$ cat src/rtl/sp_pkg.sv
// Shared constants for the ADC read sequencer: state encoding, sample width
// and the position of the 12-bit result within the XADC DO word.
package sp_pkg;

  localparam int ADC_W   = 12;
  localparam int ADC_MSB = 15;
  localparam int ADC_LSB = 4;

  localparam logic [2:0] ST_IDLE  = 3'd0;
  localparam logic [2:0] ST_ISSUE = 3'd1;
  localparam logic [2:0] ST_WAIT  = 3'd2;
  localparam logic [2:0] ST_ACCUM = 3'd3;
  localparam logic [2:0] ST_EMIT  = 3'd4;

  typedef enum logic [2:0] {
    S_IDLE  = ST_IDLE,
    S_ISSUE = ST_ISSUE,
    S_WAIT  = ST_WAIT,
    S_ACCUM = ST_ACCUM,
    S_EMIT  = ST_EMIT
  } state_t;

endpackage

$ cat src/rtl/adc_read_sequencer_if.sv
// XADC DRP-side signals: conversion strobe, read handshake and result word.
// The sequencer is the DRP master; the XADC instance is the slave.
interface adc_read_sequencer_if;
  import sp_pkg::*;

  logic             EOC;
  logic             DRDY;
  logic [ADC_MSB:0] DO;
  logic             DEN;
  logic [6:0]       DADDR;

  modport master (input EOC, input DRDY, input DO, output DEN, output DADDR);
  modport slave  (output EOC, output DRDY, output DO, input DEN, input DADDR);

endinterface

$ cat src/rtl/adc_read_sequencer_accum.sv
// Averaging datapath: accumulates settled samples and emits the truncated
// mean with a one-cycle valid strobe; last flags that the next add completes a set.
module adc_read_sequencer_accum
  import sp_pkg::*;
#(
  parameter int AVG_LOG2 = 2
) (
  input  logic             clk,
  input  logic             srst,
  input  logic             clr,
  input  logic             add,
  input  logic             emit,
  input  logic [ADC_W-1:0] din,
  output logic             last,
  output logic [ADC_W-1:0] sample,
  output logic             sample_vld
);

  localparam int ACC_W = ADC_W + AVG_LOG2;
  localparam int CNT_W = AVG_LOG2 + 1;
  localparam logic [CNT_W-1:0] CNT_LAST = CNT_W'((1 << AVG_LOG2) - 1);

  logic [ACC_W-1:0] acc_reg;
  logic [CNT_W-1:0] cnt_reg;
  logic [ADC_W-1:0] sample_reg;
  logic             vld_reg;

  assign last       = (cnt_reg == CNT_LAST);
  assign sample     = sample_reg;
  assign sample_vld = vld_reg;

  always_ff @(posedge clk) begin
    if (srst) begin
      acc_reg    <= '0;
      cnt_reg    <= '0;
      sample_reg <= '0;
      vld_reg    <= 1'b0;
    end else begin
      vld_reg <= 1'b0;
      if (emit) begin
        sample_reg <= ADC_W'(acc_reg >> AVG_LOG2);
        vld_reg    <= 1'b1;
        acc_reg    <= '0;
        cnt_reg    <= '0;
      end else if (clr) begin
        acc_reg <= '0;
        cnt_reg <= '0;
      end else if (add) begin
        acc_reg <= acc_reg + ACC_W'(din);
        cnt_reg <= cnt_reg + CNT_W'(1);
      end
    end
  end

endmodule

$ cat src/rtl/adc_read_sequencer.sv
// Reads the XADC aux result over DRP after each EOC, drops unsettled samples
// around servo steps and averages the rest. ADC_PEAK_HOLD_EN adds a peak tracker.
module adc_read_sequencer
  import sp_pkg::*;
#(
  parameter logic [6:0] DRP_ADDR       = 7'h10,
  parameter int         AVG_LOG2       = 2,
  parameter int         SETTLE_DISCARD = 3,
  parameter int         DRDY_TIMEOUT   = 64
) (
  input  logic                        CLK,
  input  logic                        RST,
  adc_read_sequencer_if.master        drp,
  input  logic                        HOLD,
  output logic [ADC_W-1:0]            SAMPLE,
  output logic                        SAMPLE_VLD,
  output logic                        BUSY,
  output logic                        ERR
`ifdef ADC_PEAK_HOLD_EN
  ,
  output logic [ADC_W-1:0]            PEAK,
  input  logic                        PEAK_CLR
`endif
);

  localparam int TO_W = $clog2(DRDY_TIMEOUT);
  localparam logic [TO_W-1:0] TO_INIT   = TO_W'(DRDY_TIMEOUT - 1);
  localparam logic [3:0]      DISC_INIT = 4'(SETTLE_DISCARD);

  state_t           state_reg, state_next;
  logic [TO_W-1:0]  to_reg, to_next;
  logic [3:0]       disc_reg, disc_next;
  logic             err_reg, err_next;
  logic [ADC_W-1:0] data_reg, data_next;
  logic             acc_clr, acc_add, acc_emit, acc_last;

  always_ff @(posedge CLK) begin
    if (RST) begin
      state_reg <= S_IDLE;
      to_reg    <= '0;
      disc_reg  <= DISC_INIT;
      err_reg   <= 1'b0;
      data_reg  <= '0;
    end else begin
      state_reg <= state_next;
      to_reg    <= to_next;
      disc_reg  <= disc_next;
      err_reg   <= err_next;
      data_reg  <= data_next;
    end
  end

  always_comb begin
    state_next = state_reg;
    to_next    = to_reg;
    disc_next  = disc_reg;
    err_next   = err_reg;
    data_next  = data_reg;
    acc_clr    = 1'b0;
    acc_add    = 1'b0;
    acc_emit   = 1'b0;
    unique case (state_reg)
      S_IDLE: if (drp.EOC) state_next = S_ISSUE;
      S_ISSUE: begin
        to_next    = TO_INIT;
        state_next = S_WAIT;
      end
      S_WAIT: begin
        if (drp.DRDY) begin
          data_next  = drp.DO[ADC_MSB:ADC_LSB];
          state_next = S_ACCUM;
        end else if (to_reg == '0) begin
          // Abandon the set: a partial average across a lost read would skew the mean.
          err_next   = 1'b1;
          acc_clr    = 1'b1;
          state_next = S_IDLE;
        end else begin
          to_next = to_reg - TO_W'(1);
        end
      end
      S_ACCUM: begin
        state_next = S_IDLE;
        if (HOLD) begin
          disc_next = DISC_INIT;
          acc_clr   = 1'b1;
        end else if (disc_reg != 4'd0) begin
          disc_next = disc_reg - 4'd1;
        end else begin
          acc_add = 1'b1;
          if (acc_last) state_next = S_EMIT;
        end
      end
      S_EMIT: begin
        acc_emit   = 1'b1;
        state_next = S_IDLE;
      end
      default: state_next = S_IDLE;
    endcase
  end

  assign drp.DEN   = (state_reg == S_ISSUE);
  assign drp.DADDR = DRP_ADDR;
  assign BUSY      = (state_reg != S_IDLE);
  assign ERR       = err_reg;

  adc_read_sequencer_accum #(
    .AVG_LOG2 (AVG_LOG2)
  ) u_accum (
    .clk        (CLK),
    .srst       (RST),
    .clr        (acc_clr),
    .add        (acc_add),
    .emit       (acc_emit),
    .din        (data_reg),
    .last       (acc_last),
    .sample     (SAMPLE),
    .sample_vld (SAMPLE_VLD)
  );

`ifdef ADC_PEAK_HOLD_EN
  logic [ADC_W-1:0] peak_reg;

  // Tracks the registered SAMPLE, so a clear during the strobe restarts from that sample.
  always_ff @(posedge CLK) begin
    if (RST) begin
      peak_reg <= '0;
    end else if (PEAK_CLR) begin
      peak_reg <= SAMPLE_VLD ? SAMPLE : '0;
    end else if (SAMPLE_VLD && (SAMPLE > peak_reg)) begin
      peak_reg <= SAMPLE;
    end
  end

  assign PEAK = peak_reg;
`endif

endmodule
$ cat src/flat_wrapper.sv
// flat-port wrapper written by rule: the top's interface ports become plain ports
module adc_read_sequencer_flat import sp_pkg::*;
#(
  parameter logic [6:0] DRP_ADDR       = 7'h10,
  parameter int         AVG_LOG2       = 2,
  parameter int         SETTLE_DISCARD = 3,
  parameter int         DRDY_TIMEOUT   = 64
)
  (CLK, RST, HOLD, SAMPLE, SAMPLE_VLD, BUSY, ERR, drp_EOC, drp_DRDY, drp_DO, drp_DEN, drp_DADDR);
  adc_read_sequencer_if drp_i ();
  input  logic CLK;
  input  logic RST;
  input  logic HOLD;
  output logic [ADC_W-1:0] SAMPLE;
  output logic SAMPLE_VLD;
  output logic BUSY;
  output logic ERR;
  input wire logic [$bits(drp_i.EOC)-1:0] drp_EOC;
  input wire logic [$bits(drp_i.DRDY)-1:0] drp_DRDY;
  input wire logic [$bits(drp_i.DO)-1:0] drp_DO;
  output wire logic [$bits(drp_i.DEN)-1:0] drp_DEN;
  output wire logic [$bits(drp_i.DADDR)-1:0] drp_DADDR;
  assign drp_i.EOC = drp_EOC;
  assign drp_i.DRDY = drp_DRDY;
  assign drp_i.DO = drp_DO;
  assign drp_DEN = drp_i.DEN;
  assign drp_DADDR = drp_i.DADDR;
  adc_read_sequencer #(.DRP_ADDR(DRP_ADDR), .AVG_LOG2(AVG_LOG2), .SETTLE_DISCARD(SETTLE_DISCARD), .DRDY_TIMEOUT(DRDY_TIMEOUT)) u_core (.CLK(CLK), .RST(RST), .drp(drp_i), .HOLD(HOLD), .SAMPLE(SAMPLE), .SAMPLE_VLD(SAMPLE_VLD), .BUSY(BUSY), .ERR(ERR));
endmodule
$ cat config.mk
export PLATFORM = sky130hd
export DESIGN_NAME = adc_read_sequencer_flat
export DESIGN_NICKNAME = d
export VERILOG_FILES = /design/src/rtl/sp_pkg.sv /design/src/rtl/adc_read_sequencer_if.sv /design/src/rtl/adc_read_sequencer_accum.sv /design/src/rtl/adc_read_sequencer.sv /design/src/flat_wrapper.sv
export SDC_FILE = /design/constraint.sdc
export NUM_CORES = 1
export LEC_CHECK = 0
export ABC_AREA = 1
export CAP_MARGIN = 20
export CORE_MARGIN = 3
export CORE_UTILIZATION = 35
export CTS_CLUSTER_DIAMETER = 50
export DETAILED_ROUTE_END_ITERATION = 10
export PLACE_DENSITY = 0.57
export SETUP_SLACK_MARGIN = 0.2
export SLEW_MARGIN = 20
export SYNTH_ARGS = -nofsm -noshare
export SYNTH_HDL_FRONTEND = slang
export SYNTH_SLANG_ARGS = --single-unit
export TNS_END_PERCENT = 10
$ cat constraint.sdc
create_clock -name CLK -period 3.35 [get_ports CLK]
set_input_delay 1.005 -clock CLK [delete_from_list [all_inputs] [get_ports CLK]]
set_output_delay 1.005 -clock CLK [all_outputs]
set_load 0.05 [all_outputs]
# Word-level counts from Yosys, hierarchy flattened
# Cells that the tools add are included.
[word_totals]
input_bits = 21
mem_bits_ro = 0
memories = 0
latchBits = 0
reg_bits = 56
word_cells = 56
ram_bits = 0
[op_classes]
n_reduce_logical = 12
n_bitwise = 1
mul = 0
addsub = 4
n_mux = 21
n_shift = 0
n_div = 0
eq_ne = 9
n_lt_le_gt_ge = 0
[op_table]
columns = ["op", "n"]
rows = [
  ["2-to-1 mux 3 bit", 6],
  ["adder 14 x 12 -> 14 bit", 1],
  ["2-to-1 mux 6 bit", 2],
  ["one-hot mux 3 bit (4 select lines)", 1],
  ["one-hot mux 6 bit (2 select lines)", 1],
  ["equality test 3 x 2 -> 1 bit (second input constant)", 3],
  ["2-to-1 mux 1 bit", 8],
  ["2-to-1 mux 4 bit", 2],
  ["zero test 6 bit", 1],
  ["!= test 2 bit (second input constant)", 3],
  ["AND reduction 2 bit", 3],
  ["AND reduction 3 bit", 2],
  ["subtractor 6 x 1 -> 6 bit (second input constant)", 1],
  ["nonzero test 2 bit", 2],
  ["nonzero test 4 bit", 1],
  ["subtractor 4 x 1 -> 4 bit (second input constant)", 1],
  ["adder 3 x 1 -> 3 bit (second input constant)", 1],
  ["equality test 3 x 1 -> 1 bit (second input constant)", 1],
  ["equality test 3 bit (second input constant)", 1],
  ["zero test 3 bit", 1],
  ["!= test 3 x 2 -> 1 bit (second input constant)", 1],
  ["nonzero test 3 bit", 1],
  ["OR reduction 3 bit", 1],
  ["one-hot mux 1 bit (2 select lines)", 1],
  ["NOT 1 bit", 1],
]

# Logic depth before layout (Yosys ltp)
# Gate-level depths: netlist of run 1.
[depth]
depth_word = 5
mapped_depth = 11

# Cells and area by module
# Synthesis of run 1 repeated with hierarchy kept, for this count alone.
[unflattened]
hier_cells = 447
hier_area_um2 = 3158.0
[by_module_without_submodules]
columns = ["mod", "area_per_inst_um2", "instances", "cells_each"]
rows = [
  ["adc_read_sequencer_accum", 1846.8, 1, 271],
  ["adc_read_sequencer", 1311.3, 1, 176],
]

# Least setup slack after synthesis of run 1
# Ideal clock, no wire load.
[synth_timing]
path_type = "flip-flop to output port"
startpoint = "reg u_core.state_reg[1]"
endpoint = "out drp_DEN"
path_stages_with_launch = 4
setup_slack_ns = 1.415
arrival_ns = 0.930
path_buffers = 0
path_cell_list = "dfxtp_1 -> inv_1 -> nand3_1 -> inv_1"
[synth_via]
elab_chain_len = 1
[synth_rtl]
columns = ["item", "line", "source"]
rows = [
  ["start: declaration", "adc_read_sequencer.sv:30", "state_t state_reg, state_next;"],
  ["start signal: assignment", "adc_read_sequencer.sv:45", "state_reg <= state_next;"],
  ["equality test 3 x 1 -> 1 bit", "adc_read_sequencer.sv:101", "assign drp.DEN = (state_reg == S_ISSUE);"],
  ["end: declaration", "flat_wrapper.sv:21", "output wire logic [$bits(drp_i.DEN)-1:0] drp_DEN;"],
]
# No other way between the ends.

# Final worst setup path of run 1
# Same ends and word-level chain as after synthesis.

==> results.py, run 1 <==
metrics = {
    "power": {
        "power.internal_mw": 1.076,
        "total_net_switching_power_mw": 0.5157,
        "clockPowerShare_pct": 29.3,
        "power.sequential.fraction_pct": 46.8,
        "vdd.ir_drop.worst_mv": 0.1588,
        "total_power_mw": 1.592,
        "power_per_cell_area_nw_per_um2": 442.4,
        "swShare_pct": 32.39,
        "static-leakage-power_nw": 1.753,
        "power.combinational.fraction_pct": 23.9,
    },
    "setup_path": {
        "timing.reg2reg.setup_slack_ns": 1.53,
        "worstSetupEndpoint": "drp_DEN",
        "crit_chain": "inv_1 > nand3_1 > inv_1 > clkdlybuf4s50_1",
        "critPathRequiredTime_ns": 2.34,
        "crit_path_end_kind": "primary output",
        "crit_path_kind": "flop to primary output",
        "r2r_cells": 10,
        "critical_path_startpoint_category": "flop",
        "critical-path-top-cell-by-count": "inv_1",
        "worstPathArrival_ns": 1.86,
        "worst-path-max-fanout": 3,
        "path_buf_inv": 3,
        "critical_path.reg2reg.startpoint": "u_core.u_accum.acc_reg[0]$_SDFFE_PP0P_",
        "worst-path-stages": 4,
        "worst_path_largest_cell_delay_ns": 0.80,
        "delay_heaviest_family_cp": "buffers and inverters",
        "cpMaxStageDelayCell": "clkdlybuf4s50_1",
        "reg2reg_to": "u_core.u_accum.acc_reg[6]$_SDFFE_PP0P_",
        "setup.worst_path.start": "u_core.state_reg[1]$_SDFFE_PP0P_",
    },
    "clocking": {
        "cts.path.max_buffers": 2,
        "post_cts_buffers": 0,
        "cts_resized": 0,
        "worstSkewPairLatency_ns": 0.32,
        "htreeDepth": 2,
        "cts_bufs_inserted": 5,
        "tritoncts": "done",
        "cts_root_buffer_type": "clkbuf_8",
        "clk_pin_slew_ns": 0.11,
        "numClockSinks": 56,
        "hold_buffers": 0,
    },
    "drt": {
        "detailroute.via_count": 2763,
        "drt_iter0_markers": 146,
        "drt_pre_antenna_iters": 4,
        "detail_route.wl_per_cell_um": 11.64,
        "antenna_violating_nets_post_route": 0,
        "routed_wl_um": 6917,
        "detail_route.drc_violations": 0,
        "avgViaCountPerCell": 4.652,
    },
    "global_route": {
        "grt.met2_usage_pct": 23.04,
        "met3_usage_pct": 2.224,
        "global_route.peak_usage_layer": "met2",
        "grt_antenna_before_repair": 0,
        "globalRouteOverflowTotal": 0,
        "number_of_global_route_vias_before_repair": 2534,
        "use_met1_pct": 20.05,
        "first_pass_grt_wire_length_um": 11700,
        "grtUsageTotal_pct": 14.40,
        "grt_max_degree": 29,
    },
    "sta": {
        "hold_viol_final": 0,
        "maxSlewHeadroom_pct": 66.73,
        "rsz_0062_raised_after_global_routing": "no",
        "maxSlewViolCount": 0,
        "fmax_mhz": 348.9,
        "post-route-period-util_pct": 85.56,
        "tns_ns": 0,
        "transition_time_at_the_pin_with_the_least_slew_margin_ns": 0.4975,
        "timing.final.crit_period_ns": 2.866,
        "setup_violations": 0,
        "final.setup_skew_ns": 0.01097,
    },
    "floorplanning": {
        "row_count": 33,
        "fp.dieH_um": 100.0,
        "die_area_sq_um": 10000,
        "initial_utilization_pct": 36.90,
        "io_pins": 44,
        "core_area_sq_um": 8382,
        "dieWidth_um": 100.0,
    },
    "placed_design": {
        "place.gp.congestion": 0.9075,
        "place.port_buffers": 32,
        "detailed_place_hpwl_um": 5147,
    },
    "final_layout": {
        "most_frequent_standard_cell_in_the_layout_excluding_fill_and_tap_cells": "nand2_1",
        "seqCellArea_sq_um": 1121,
        "fillerInstances": 885,
        "multi_input_comb_area_sq_um": 1624,
        "nNetsFinal": 527,
        "post_route_cells_drive_above_1_share_pct": 4.703,
        "num_antenna_cells": 0,
        "largest_reg_flops": 14,
        "areaGrowthSynthToFinish_pct": 16.34,
        "most-common-layout-cells": "nand2_1, inv_1, nor2_1, dfxtp_1, nand3_1",
    },
    "synthesis": {
        "yosys.area.top_type_share_pct": 36.25,
        "ys_seq_elements": 56,
        "sequential_cell_area_fraction_in_the_yosys_report_pct": 36.25,
        "ranking_of_synthesized_cells_by_area": "dfxtp_1, nand2_1, inv_1, nor2_1, ha_1",
        "synth-warning-count": 0,
        "synth_area_sq_um": 3093,
        "post_synth.cell_area_avg_sq_um": 6.768,
        "yosys.area.top_type": "dfxtp_1",
        "yosys.cell_types.count": 32,
        "post_synth_inst_count": 457,
    },
    "worst_hold_path": {
        "hold_path.class": "flop to flop",
    },
    "job": {
        "maxCapViolCount": 0,
    },
    "status": {
        "result_of_the_run": "completed",
    },
}
## layer usage
| metal | wire [um] | part of all wire, % |
|---|---|---|
| met1 | 3556 | 51 |
| met2 | 2993 | 43 |
| met3 | 278 | 4.0 |
| met4 | 88 | 1.3 |
| met5 | 0 | 0 |
## worst register-to-register path: stages, from the launching register on
cell and delay (ns):
dfxtp_1 0.33, ha_1 0.23, fa_1 0.44, nand3_1 0.10
nand3_1 0.15, nand2_1 0.11, nand2_1 0.09, xnor2_1 0.15
nand2_1 0.06, nand2_1 0.05, inv_1 0.03
## final cells by class
cell class	instances	share of cell area (%)
Sequential cell	56	31.15
Multi-Input combinational cell	323	45.13
Tap cell	105	3.651
Clock buffer	5	1.912
Timing Repair Buffer	36	9.736
Clock inverter	3	1.321
Inverter	66	7.093
## stage by stage
| stage | worst slack (ns) | utilization (%) | instances | hold WS (ns) | instance area, sq um |
|---|---|---|---|---|---|
| 6_report | 0.4836 | 42.93 | 594 | 0.4543 | 3598 |
| 5_1_grt | 0.4022 | 42.93 | 594 | 0.4866 | 3598 |
| 4_1_cts | 0.4734 | 42.93 | 594 | 0.4592 | 3598 |
| 3_5_place_dp | 0.6426 | 41.54 | 586 | 0.4422 | 3482 |
| 3_3_place_gp | 0.6066 | 41.54 | 586 | 0.4371 | 3482 |
| 2_1_floorplan | 1.415 | - | 462 | 0.4394 | 3112 |
## power groups by stage
| stage | logic (mW) | clock network [mW] | registers (mW) |
|---|---|---|---|
| 4_1_cts | 0.384 | 0.476 | 0.745 |
| 2_1_floorplan | 0.300 | 0 | 0.755 |
| 3_3_place_gp | 0.375 | 0 | 0.759 |
| 5_1_grt | 0.426 | 0.504 | 0.753 |
| 6_report | 0.381 | 0.466 | 0.745 |
| 3_5_place_dp | 0.383 | 0 | 0.760 |
## cell usage after synthesis, drive strengths merged
| cell | count |
|---|---|
| xnor2 | 7 |
| fa | 1 |
| clkbuf | 4 |
| nand4 | 4 |
| or2 | 2 |
| a21oi | 19 |
| clkinv | 1 |
| ha | 17 |
| conb | 2 |
| buf | 13 |
| o211ai | 3 |
| nand3 | 39 |
| nor3 | 2 |
| inv | 65 |
| dfxtp | 56 |
| o21ai | 25 |
| o221ai | 1 |
| xor2 | 2 |
| nor2 | 63 |
| nand2 | 129 |
| o21bai | 2 |
## logic make-up (layout without fill, tap and decap cells)
family	Yosys count	count (layout)	synth area share [%]
and+or+nand+nor	239	239	32.61
buffers and inverters	83	110	11.85
DFF	56	56	36.25
AOI/OAI and AO/OA	50	50	8.981
adders and majority gates	18	18	7.524
xor gates and xnor gates	9	9	2.549
other	2	7	0.2428
## how the worst min path moves through the flow
stage / from / end / depth (start not counted)
after floorplan: u_core.u_accum.acc_reg[13]$_SDFFE_PP0P_ / u_core.u_accum.sample[11]$_SDFFE_PP0P_ / 2
after global placement: u_core.ERR$_SDFFE_PP0P_ / u_core.ERR$_SDFFE_PP0P_ / 2
final: u_core.ERR$_SDFFE_PP0P_ / u_core.ERR$_SDFFE_PP0P_ / 2
after detailed placement: u_core.ERR$_SDFFE_PP0P_ / u_core.ERR$_SDFFE_PP0P_ / 2
after global routing: u_core.ERR$_SDFFE_PP0P_ / u_core.ERR$_SDFFE_PP0P_ / 2
after CTS: u_core.ERR$_SDFFE_PP0P_ / u_core.ERR$_SDFFE_PP0P_ / 2
Note: power is estimated with default switching activity, not from simulation.
==> inputs of run 2 (changes only) <==
--- a/config.mk
+++ b/config.mk
@@ -7,11 +7,14 @@
 export LEC_CHECK = 0
 export ABC_AREA = 1
 export CAP_MARGIN = 20
+export CELL_PAD_IN_SITES_DETAIL_PLACEMENT = 1
+export CELL_PAD_IN_SITES_GLOBAL_PLACEMENT = 1
 export CORE_MARGIN = 3
 export CORE_UTILIZATION = 35
 export CTS_CLUSTER_DIAMETER = 50
 export DETAILED_ROUTE_END_ITERATION = 10
-export PLACE_DENSITY = 0.57
+export PLACE_DENSITY = 0.75
+export RECOVER_POWER = 25
 export SETUP_SLACK_MARGIN = 0.2
 export SLEW_MARGIN = 20
 export SYNTH_ARGS = -nofsm -noshare
==> results.py, run 2 (synthesis results as in run 1) <==
metrics = {
    "floorplanning": {
        "die_area_sq_um": 10000,
        "initial_utilization_pct": 36.90,
        "row_count": 33,
        "dieWidth_um": 100.0,
        "io_pins": 44,
        "core_area_sq_um": 8382,
        "fp.dieH_um": 100.0,
    },
    "setup_path": {
        "setup.worst_path.start": "RST",
        "crit_path_end_kind": "flop",
        "crit_path_kind": "input pin to flop",
        "critical_path_startpoint_category": "input pin",
        "critical_path.reg2reg.startpoint": "u_core.state_reg[1]$_SDFFE_PP0P_",
        "timing.reg2reg.setup_slack_ns": 1.01,
        "reg2reg_to": "u_core.to_reg[2]$_SDFFE_PP0P_",
        "worstPathArrival_ns": 3.16,
        "r2r_cells": 8,
        "worst-path-max-fanout": 28,
        "critPathRequiredTime_ns": 3.60,
    },
    "sta": {
        "hold_viol_final": 0,
        "post-route-period-util_pct": 86.89,
        "rsz_0062_raised_after_global_routing": "no",
        "timing.final.crit_period_ns": 2.911,
        "setup_violations": 0,
        "fmax_mhz": 343.5,
        "final.setup_skew_ns": 0.007793,
        "worst_slack_ns": 0.4391,
        "transition_time_at_the_pin_with_the_least_slew_margin_ns": 1.166,
        "maxSlewViolCount": 0,
        "maxSlewHeadroom_pct": 22.28,
        "tns_ns": 0,
    },
    "drt": {
        "detailroute.via_count": 2832,
        "detail_route.wl_per_cell_um": 13.08,
        "avgViaCountPerCell": 4.776,
        "routed_wl_um": 7755,
        "drt_iter0_markers": 82,
        "drt_pre_antenna_iters": 4,
        "antenna_violating_nets_post_route": 0,
        "detail_route.drc_violations": 0,
    },
    "global_route": {
        "first_pass_grt_wire_length_um": 13210,
        "grtUsageTotal_pct": 16.10,
        "grt_max_degree": 29,
        "grt_antenna_before_repair": 0,
        "globalRouteOverflowTotal": 0,
        "number_of_global_route_vias_before_repair": 2892,
    },
    "final_layout": {
        "most_frequent_standard_cell_in_the_layout_excluding_fill_and_tap_cells": "nand2_1",
        "num_antenna_cells": 0,
        "areaGrowthSynthToFinish_pct": 14.48,
        "largest_reg_flops": 14,
        "most-common-layout-cells": "nand2_1, inv_1, nor2_1, dfxtp_1, nand3_1",
        "finalNonFillerCells": 593,
        "nNetsFinal": 526,
        "post_route_cells_drive_above_1_share_pct": 3.689,
    },
    "clocking": {
        "htreeDepth": 2,
        "tritoncts": "done",
        "post_cts_buffers": 0,
        "clk_pin_slew_ns": 0.10,
        "worstSkewPairLatency_ns": 0.31,
        "cts_root_buffer_type": "clkbuf_8",
        "hold_buffers": 0,
        "cts.path.max_buffers": 2,
        "cts_bufs_inserted": 5,
        "cts_resized": 0,
        "numClockSinks": 56,
    },
    "placed_design": {
        "detailed_place_hpwl_um": 6144,
        "place.gp.congestion": 0.8544,
        "place.port_buffers": 32,
        "dp_slack_ns": 0.5971,
        "dpl.cell_count": 585,
    },
    "power": {
        "power_per_cell_area_nw_per_um2": 428.0,
        "static-leakage-power_nw": 1.717,
        "vdd.ir_drop.worst_mv": 0.1583,
        "total_power_mw": 1.516,
    },
    "worst_hold_path": {
        "hp-start": "u_core.ERR$_SDFFE_PP0P_",
        "holdPathStages": 2,
        "worstHoldEndpoint": "u_core.ERR$_SDFFE_PP0P_",
        "hold_path.class": "flop to flop",
    },
    "status": {
        "result_of_the_run": "completed",
    },
    "job": {
        "maxCapViolCount": 0,
    },
}
run 2: cell type report:
type                       count  area [sq um]
inverter                      66         255.2
fill                        1092          4841
timing repair buffer          35         339.1
tap                          105         131.4
sequential                    56          1121
clock inverter                 1         7.507
clock buffer                   7         86.33
multi-input combinational    323          1600
run 2: worst max path at each step:
stage / end / slack (ns) / cells past startpoint
2_1_floorplan: drp_DEN / 1.41 / 3
3_3_place_gp: u_core.u_accum.sample[3]$_SDFFE_PP0P_ / 0.61 / 4
3_5_place_dp: u_core.u_accum.sample[3]$_SDFFE_PP0P_ / 0.60 / 4
4_1_cts: drp_DEN / 0.42 / 4
5_1_grt: u_core.disc_reg[3]$_SDFFE_PP0P_ / 0.24 / 7
6_report: u_core.disc_reg[3]$_SDFFE_PP0P_ / 0.44 / 7
run 2: where the power goes:
| group | switching (mW) | internal, mW | total (mW) |
|---|---|---|---|
| logic | 0.240 | 0.138 | 0.378 |
| registers | 0.0356 | 0.711 | 0.747 |
| clock network | 0.222 | 0.169 | 0.391 |
run 2: metrics by stage:
| stage | utilization [%] | hold WS, ns | instance area, sq um |
|---|---|---|---|
| floorplan | - | 0.4394 | 3112 |
| CTS | 42.57 | 0.4686 | 3568 |
| global route | 42.25 | 0.4846 | 3541 |
| global placement | 41.45 | 0.4371 | 3475 |
| detailed placement | 41.45 | 0.4526 | 3475 |
| finish | 42.25 | 0.4686 | 3541 |
run 2: metal layers:
layer | vias to the layer above | track usage (%) | wire length [um]
met2 | 33 | 28.32 | 3738
met3 | 14 | 2.293 | 176
met1 | 1318 | 20.24 | 3674
li1 | 1467 | - | -
met5 | - | 0 | 0
met4 | 0 | 5.181 | 167
run 2: critical path: stages:
cell and delay, ns:
dlygate4sd3_1 0.70, inv_1 0.13, clkbuf_1 0.87, nand2_1 0.11
inv_1 0.12, o21ai_0 0.09, a21oi_1 0.12
==> inputs of run 3 (changes only) <==
--- a/config.mk
+++ b/config.mk
@@ -15,7 +15,7 @@
 export DETAILED_ROUTE_END_ITERATION = 10
 export PLACE_DENSITY = 0.75
 export RECOVER_POWER = 25
-export SETUP_SLACK_MARGIN = 0.2
+export SETUP_SLACK_MARGIN = 0.5
 export SLEW_MARGIN = 20
 export SYNTH_ARGS = -nofsm -noshare
 export SYNTH_HDL_FRONTEND = slang
==> results.py, run 3 (synthesis results as in run 1) <==
metrics = {
    "drt": {
        "drt_pre_antenna_iters": 4,
        "avgViaCountPerCell": 4.772,
        "drt_iter0_markers": 68,
        "detailroute.via_count": 2830,
        "detail_route.drc_violations": 0,
        "detail_route.wl_per_cell_um": 13.08,
        "antenna_violating_nets_post_route": 0,
        "routed_wl_um": 7754,
    },
    "sta": {
        "rsz_0062_raised_after_global_routing": "no",
        "final.setup_skew_ns": 0.007764,
        "transition_time_at_the_pin_with_the_least_slew_margin_ns": 1.029,
        "maxSlewHeadroom_pct": 31.13,
        "hold_viol_final": 0,
        "timing.hold.ws_ns": 0.4686,
        "maxSlewViolCount": 0,
        "setup_violations": 0,
        "worst_slack_ns": 0.5654,
        "post-route-period-util_pct": 83.12,
        "tns_ns": 0,
        "fmax_mhz": 359.1,
        "timing.final.crit_period_ns": 2.785,
    },
    "placed_design": {
        "dpl.cell_count": 585,
        "place.port_buffers": 32,
        "place.gp.congestion": 0.8544,
        "detailed_place_hpwl_um": 6144,
        "dp_slack_ns": 0.5971,
    },
    "setup_path": {
        "reg2reg_to": "u_core.to_reg[0]$_SDFFE_PP0P_",
        "worst-path-max-fanout": 15,
        "timing.reg2reg.setup_slack_ns": 1.05,
        "critical-path-top-cell-by-count": "nor2_1",
        "worst_path_largest_cell_delay_ns": 0.79,
        "critPathRequiredTime_ns": 3.56,
        "worstPathArrival_ns": 3.00,
        "critical_path_startpoint_category": "input pin",
        "r2r_cells": 7,
        "cpMaxStageDelayCell": "nor2_1",
        "crit_path_end_kind": "flop",
        "critical_path.reg2reg.startpoint": "u_core.state_reg[1]$_SDFFE_PP0P_",
        "crit_path_kind": "input pin to flop",
        "crit_chain": "clkdlybuf4s50_1 > inv_1 > nor2_1 > a21oi_1 > o21ai_0 > nor2_1",
    },
    "global_route": {
        "number_of_global_route_vias_before_repair": 2892,
        "grt_max_degree": 29,
        "grt_antenna_before_repair": 0,
        "globalRouteOverflowTotal": 0,
        "grtUsageTotal_pct": 16.10,
        "first_pass_grt_wire_length_um": 13210,
    },
    "floorplanning": {
        "core_area_sq_um": 8382,
        "io_pins": 44,
        "initial_utilization_pct": 36.90,
        "fp.dieH_um": 100.0,
        "dieWidth_um": 100.0,
        "die_area_sq_um": 10000,
        "row_count": 33,
    },
    "clocking": {
        "cts_root_buffer_type": "clkbuf_8",
        "cts_bufs_inserted": 5,
        "tritoncts": "done",
        "clk_pin_slew_ns": 0.10,
        "cts.path.max_buffers": 2,
        "hold_buffers": 0,
        "htreeDepth": 2,
        "numClockSinks": 56,
        "worstSkewPairLatency_ns": 0.31,
    },
    "power": {
        "clockPowerShare_pct": 26.0,
        "power.internal_mw": 1.012,
        "static-leakage-power_nw": 1.735,
        "swShare_pct": 32.81,
        "power_per_cell_area_nw_per_um2": 426.0,
        "vdd.ir_drop.worst_mv": 0.1566,
        "power.sequential.fraction_pct": 49.6,
        "power.combinational.fraction_pct": 24.4,
        "total_net_switching_power_mw": 0.4940,
    },
    "worst_hold_path": {
        "hp-start": "u_core.ERR$_SDFFE_PP0P_",
        "hold_path.class": "flop to flop",
        "worstHoldEndpoint": "u_core.ERR$_SDFFE_PP0P_",
        "holdPathStages": 2,
    },
    "final_layout": {
        "finalNonFillerCells": 593,
        "most_frequent_standard_cell_in_the_layout_excluding_fill_and_tap_cells": "nand2_1",
        "num_antenna_cells": 0,
        "post_route_cells_drive_above_1_share_pct": 3.689,
        "areaGrowthSynthToFinish_pct": 14.28,
        "largest_reg_flops": 14,
        "final_core_utilization_pct": 42.17,
        "most-common-layout-cells": "nand2_1, inv_1, nor2_1, dfxtp_1, nand3_1",
        "nNetsFinal": 526,
    },
    "status": {
        "result_of_the_run": "completed",
    },
    "job": {
        "maxCapViolCount": 0,
    },
}
-- run 3: repair_timing --
| item | 4_1_cts | 5_1_grt |
|---|---|---|
| endpoints found under the setup margin | 1 | 1 |
| hold endpoints to repair | 0 | 0 |
| resized for setup | 1 | 1 |
| buffers inserted | 0 | 0 |
-- run 3: power by group through the flow --
stage                     clock network [mW]  logic (mW)  registers, mW
after floorplan                            0       0.300          0.755
after global placement                     0       0.375          0.760
after detailed placement                   0       0.388          0.763
after CTS                              0.412       0.388          0.748
after global routing                   0.435       0.415          0.755
final                                  0.391       0.368          0.747
-- run 3: critical path, delay by kind of cell --
family                 cells  cell delay [ns]
buffers and inverters      2             0.58
AOI/OAI and AO/OA          2             0.57
and+or+nand+nor            2             0.84
-- run 3: layout make-up --
cell class,instances,area (sq um)
clock buffer,7,86.33
clock inverter,1,7.507
fill,1091,4847
inverter,66,255.2
multi-input combinational,323,1589
sequential,56,1121
tap,105,131.4
timing repair buffer,35,344.1
-- run 3: metrics by stage --
stage | cell area [sq um] | power (mW)
after floorplan | 3112 | 1.055
after global placement | 3475 | 1.135
after detailed placement | 3475 | 1.151
after CTS | 3567 | 1.547
after global routing | 3535 | 1.605
final | 3535 | 1.506
-- run 3: how the worst max path moves through the flow --
stage / startpoint / to / slack (ns) / cells past startpoint
finish: drp_DRDY / u_core.to_reg[0]$_SDFFE_PP0P_ / 0.57 / 6
global route: drp_DRDY / u_core.to_reg[0]$_SDFFE_PP0P_ / 0.31 / 6
CTS: u_core.state_reg[2]$_SDFFE_PP0P_ / BUSY / 0.55 / 3
detailed placement: RST / u_core.u_accum.sample[3]$_SDFFE_PP0P_ / 0.60 / 4
global placement: RST / u_core.u_accum.sample[3]$_SDFFE_PP0P_ / 0.61 / 4
floorplan: u_core.state_reg[1]$_SDFFE_PP0P_ / drp_DEN / 1.41 / 3
-- run 3: layer usage --
metal	part of all wire, %	track usage (%)	wire (um)
met5	0	0	0
met4	2.2	5.181	167
met3	2.3	2.293	176
met2	48	28.32	3740
met1	47	20.24	3670
